===== src/rtl/uart_cmd_parser.sv =====
// Setpoint command decoder behind the UART receiver: parses "S" + three hex digits,
// updates a 12-bit setpoint and answers 'K' (accepted) or '?' (rejected) on the transmitter.
module uart_cmd_parser #(
    parameter int unsigned TIMEOUT_CYCLES = 12000,
    parameter int unsigned CNT_W          = 14
) (
    input  logic        clk,
    input  logic        rst,
    input  logic [7:0]  rx_data,
    input  logic        rx_valid,
    input  logic        tx_busy,
    output logic [7:0]  tx_data,
    output logic        tx_start,
    output logic [11:0] value,
    output logic        value_stb,
    output logic        err
);

    localparam logic [7:0] CH_S = 8'h53;
    localparam logic [7:0] ACK  = 8'h4B;
    localparam logic [7:0] NAK  = 8'h3F;

    typedef enum logic [1:0] {IDLE, D0, D1, D2} state_t;

    state_t           state;
    logic [11:0]      shreg;
    logic [CNT_W-1:0] cnt;
    logic             pend;
    logic [7:0]       pend_byte;

    logic             hex_ok_c;
    logic [3:0]       nib_c;
    logic [11:0]      next_shreg_c;

    // ASCII hex digit decode; letters map to 10..15 via their low nibble plus nine
    always_comb begin
        hex_ok_c = 1'b1;
        nib_c    = 4'h0;
        if (rx_data >= 8'h30 && rx_data <= 8'h39) begin
            nib_c = rx_data[3:0];
        end else if ((rx_data >= 8'h41 && rx_data <= 8'h46) ||
                     (rx_data >= 8'h61 && rx_data <= 8'h66)) begin
            nib_c = rx_data[3:0] + 4'd9;
        end else begin
            hex_ok_c = 1'b0;
        end
    end

    assign next_shreg_c = {shreg[7:0], nib_c};

    always_ff @(posedge clk or posedge rst) begin
        if (rst) begin
            state     <= IDLE;
            shreg     <= '0;
            cnt       <= '0;
            pend      <= 1'b0;
            pend_byte <= 8'h00;
            value     <= 12'h000;
            value_stb <= 1'b0;
            err       <= 1'b0;
            tx_start  <= 1'b0;
            tx_data   <= 8'h00;
        end else begin
            value_stb <= 1'b0;
            err       <= 1'b0;
            tx_start  <= 1'b0;

            // Drain the one-deep reply buffer; a reply queued below in the same cycle overrides pend
            if (pend && !tx_busy) begin
                tx_start <= 1'b1;
                tx_data  <= pend_byte;
                pend     <= 1'b0;
            end

            if (state == IDLE || rx_valid) begin
                cnt <= '0;
            end else begin
                cnt <= cnt + CNT_W'(1);
            end

            case (state)
                IDLE: begin
                    if (rx_valid && rx_data == CH_S) begin
                        state <= D0;
                        shreg <= '0;
                    end
                end
                default: begin
                    if (rx_valid) begin
                        if (rx_data == CH_S) begin
                            state <= D0;
                            shreg <= '0;
                        end else if (hex_ok_c) begin
                            shreg <= next_shreg_c;
                            if (state == D2) begin
                                value     <= next_shreg_c;
                                value_stb <= 1'b1;
                                pend      <= 1'b1;
                                pend_byte <= ACK;
                                state     <= IDLE;
                            end else begin
                                state <= (state == D0) ? D1 : D2;
                            end
                        end else begin
                            err       <= 1'b1;
                            pend      <= 1'b1;
                            pend_byte <= NAK;
                            state     <= IDLE;
                        end
                    end else if (cnt == CNT_W'(TIMEOUT_CYCLES - 1)) begin
                        // Silence has lasted TIMEOUT_CYCLES since the last byte: abort
                        err       <= 1'b1;
                        pend      <= 1'b1;
                        pend_byte <= NAK;
                        state     <= IDLE;
                    end
                end
            endcase
        end
    end

endmodule


===== config.mk =====
export PLATFORM = sky130hd
export DESIGN_NAME = uart_cmd_parser
export DESIGN_NICKNAME = d
export VERILOG_FILES = /design/src/rtl/uart_cmd_parser.sv
export SDC_FILE = /design/constraint.sdc
export NUM_CORES = 1
export LEC_CHECK = 0
export ABC_AREA = 1
export ABC_CLOCK_PERIOD_IN_PS = 1900
export CELL_PAD_IN_SITES_DETAIL_PLACEMENT = 0
export CELL_PAD_IN_SITES_GLOBAL_PLACEMENT = 1
export CORE_MARGIN = 2
export CORE_UTILIZATION = 25
export DETAILED_ROUTE_END_ITERATION = 10
export PLACE_DENSITY_LB_ADDON = 0.05
export SLEW_MARGIN = 20
export SYNTH_ARGS = -nofsm -noshare
export SYNTH_HDL_FRONTEND = slang
export SYNTH_SLANG_ARGS = --single-unit

===== constraint.sdc =====
create_clock -name clk -period 1.9 [get_ports clk]
set_clock_uncertainty 0.1 [all_clocks]
set_input_delay 0.38 -clock clk [delete_from_list [all_inputs] [get_ports clk]]
set_output_delay 0.38 -clock clk [all_outputs]
set_load 0.02 [all_outputs]

==> results.json <==
{
  "status": "finished clean",
  "period_share_pct": 93.9,
  "vias": 1976,
  "path_clk_slew_ps": 90,
  "pwr-share-comb_pct": 30.5,
  "areaGrowthSynthToFinish_pct": 38.3,
  "slew_viol_final": 0,
  "cpLargestDelayFamily": "buffers and inverters",
  "core-area_sq_mm": 0.00876,
  "postSynthCellCount": 276,
  "synth_cell_types": 32,
  "period_needed_ps": 1780,
  "arrival_ps": 1300,
  "p_sw_uw": 876,
  "synth-seq-cells": 46,
  "synthArstFlopShare_pct": 100,
  "grt_pass1_vias": 1984,
  "synthTopCellsByCount": "77 x nand2_1, 46 x dfrtp_1, 32 x nand3_1",
  "routed_via_density": 4.37,
  "pre_cts_ws_ps": -423,
  "antenna_found_initial": 0,
  "cts-root-buf": "clkbuf_8",
  "synth_enable_flop_cells": 0,
  "dp_cells": 436,
  "finalWirelength_um": 5470,
  "die_y_um": 99.4,
  "num-nets-final": 359,
  "sw_frac_of_total_pct": 32.0,
  "hpwl_um": 3970,
  "die_area_sq_mm": 0.00988,
  "setup_violations": 0,
  "grt_overflow": 0,
  "powerDensity_mw_per_mm2": 870,
  "clkLatencyLatePin_ps": 300,
  "power.internal_uw": 1860,
  "clockBufferDepth": 2,
  "maxCapViolations": 0,
  "startpoint_type": "flip-flop",
  "cts_tree": "built",
  "synth.net_count": 292,
  "fillers": 946,
  "path_class": "reg2out",
  "worstPathMaxFanout": 4,
  "yosysTopAreaCell": "dfrtp_1",
  "cpMaxStageDelayCell": "clkdlybuf4s50_1",
  "drive_gt1_share_pct": 18.6,
  "cpPeakStageDelay_ps": 620,
  "grt_use_total_pct": 11.9,
  "seq_area_frac_synth_pct": 50.6,
  "gp_congestion": 0.741,
  "finalHoldViolCount": 0,
  "seqCellArea_sq_mm": 0.00115,
  "rows": 34,
  "path_cells": "clkdlybuf4s50_1",
  "multi_input_area_sq_mm": 0.00101,
  "seq_power_share_pct": 42.8,
  "hold_class": "in2async",
  "setup_ws_ps": 116,
  "fmax_ghz": 0.561,
  "clock_sinks": 46,
  "drt-initial-drc-count": 75,
  "grt_max_degree": 47,
  "pwr-share-clk_pct": 26.7,
  "design_area_sq_mm": 0.00315,
  "netlist_area_sq_mm": 0.00228,
  "rsz0062_at_grt": "no",
  "placed_area_sq_mm": 0.00289,
  "detail-route-antenna-nets": 0,
  "drc_errors": 0,
  "end_kind": "output port",
  "synthFlopType": "dfrtp_1",
  "required_ps": 1420,
  "numCtsBuffers": 5,
  "die_w_um": 99.4,
  "p_leak_uw": 0.00150,
  "firstDrtPassIters": 4,
  "power_uw": 2740,
  "grt_pass1_wl_um": 9390,
  "synth_top_area_share_pct": 50.6,
  "synth_area_leaders": "dfrtp_1 51%, nand2_1 13%, nand3_1 7.0%",
  "ios": 35,
  "initial_utilization_pct": 26.0,
  "yosys_warnings": 0,
  "antennaDiodeCount": 0,
  "io_buffers": 33,
  "final_cells": 452,
  "drt-wirelength-per-cell_um": 12.1,
  "htreeDepth": 2,
  "timing.hold.ws_ps": 337,
  "avgSynthCellArea_sq_um": 8.25,
  "yosysMostFrequentCell": "nand2_1",
  "crit_buf_inv": 1,
  "ir_drop_mv": 0.294
}
==> kinds of logic after synthesis <==
kind of cell	after synthesis	synth area share, %
buffers and inverters	42	8.52
XOR/XNOR	4	1.54
AO/OA/AOI/OAI	25	6.43
other	1	0.165
adder cells (fa/ha/maj)	4	2.20
flip-flops	46	50.6
AND/OR/NAND/NOR	154	30.6
==> worst paths after layout <==
check | start | to | slack, ps | cells after the start
worst max-delay path | tx_data[5] | tx_data[2] | 120 | 1
worst min-delay path | rst | tx_data[6] | 340 | 3
worst max register to register | cnt[0] | cnt[12] | 170 | 6
worst min register to register | pend_byte[3] | pend_byte[3] | 360 | 2
max in group asynchronous | rst | cnt[6] | 1160 | 3
min in group clk | pend_byte[3] | pend_byte[3] | 360 | 2
==> cells in the final DEF, fill, tap and decap left out, types with 5 or more instances in the layout <==
master / Yosys / routed
nand2_1: 77 / 74
nand4_1: 6 / 6
clkdlybuf4s50_1: 0 / 31
nor2_1: 22 / 21
nand3_1: 32 / 31
a21oi_1: 6 / 6
clkbuf_8: 0 / 5
nor3_1: 8 / 8
inv_1: 31 / 28
dfrtp_1: 46 / 46
buf_4: 5 / 30
o21ai_0: 14 / 11
==> power by group through the flow <==
stage	sequential, uW	combinational (uW)	clock, uW
final	1170	835	731
after global routing	1190	916	812
after CTS	1170	826	766
after detailed placement	1190	808	0
after global placement	1190	811	0
after floorplan	1230	423	0
==> worst min-delay path: cells and delay by family <==
family	cells	cell delay [ps]
buf+inv	3	730
==> sequential cells by signal, summed over array words and instances (netlist names) <==
signal	flops
state	2
pend_byte	3
cnt	14
err	1
tx_start	1
pend	1
shreg	8
value_stb	1
tx_data	3
value	12
==> routing by layer <==
metal	vias up	wire length, um	global-route usage [%]
li1	1021	-	-
met2	38	2290	17.5
met1	913	2910	17.3
met4	0	56	3.48
met5	-	0	0
met3	4	223	2.74
==> cell type report <==
cell class,count,share of cell area [%]
sequential,46,36.6
clock inverter,2,1.19
tap,108,4.29
multi-input combinational,190,32.0
inverter,33,3.94
clock buffer,6,2.31
timing repair buffer,67,19.7
==> timing repair <==
item / CTS / global route
endpoints found under the setup margin: 27 / 27
pin swaps: 3 / 6
gates cloned: 2 / 0
hold buffers: 0 / 0
buffers inserted: 4 / 2
endpoints found under the hold margin: 0 / 0
resized for setup: 4 / 19
==> stage by stage <==
stage	util [%]	TNS [ps]
2_1_floorplan	-	0
3_3_place_gp	33.0	-9230
3_5_place_dp	33.0	-9950
4_1_cts	35.0	0
5_1_grt	35.9	0
6_report	35.9	0
(Power assumes the default switching activity.)
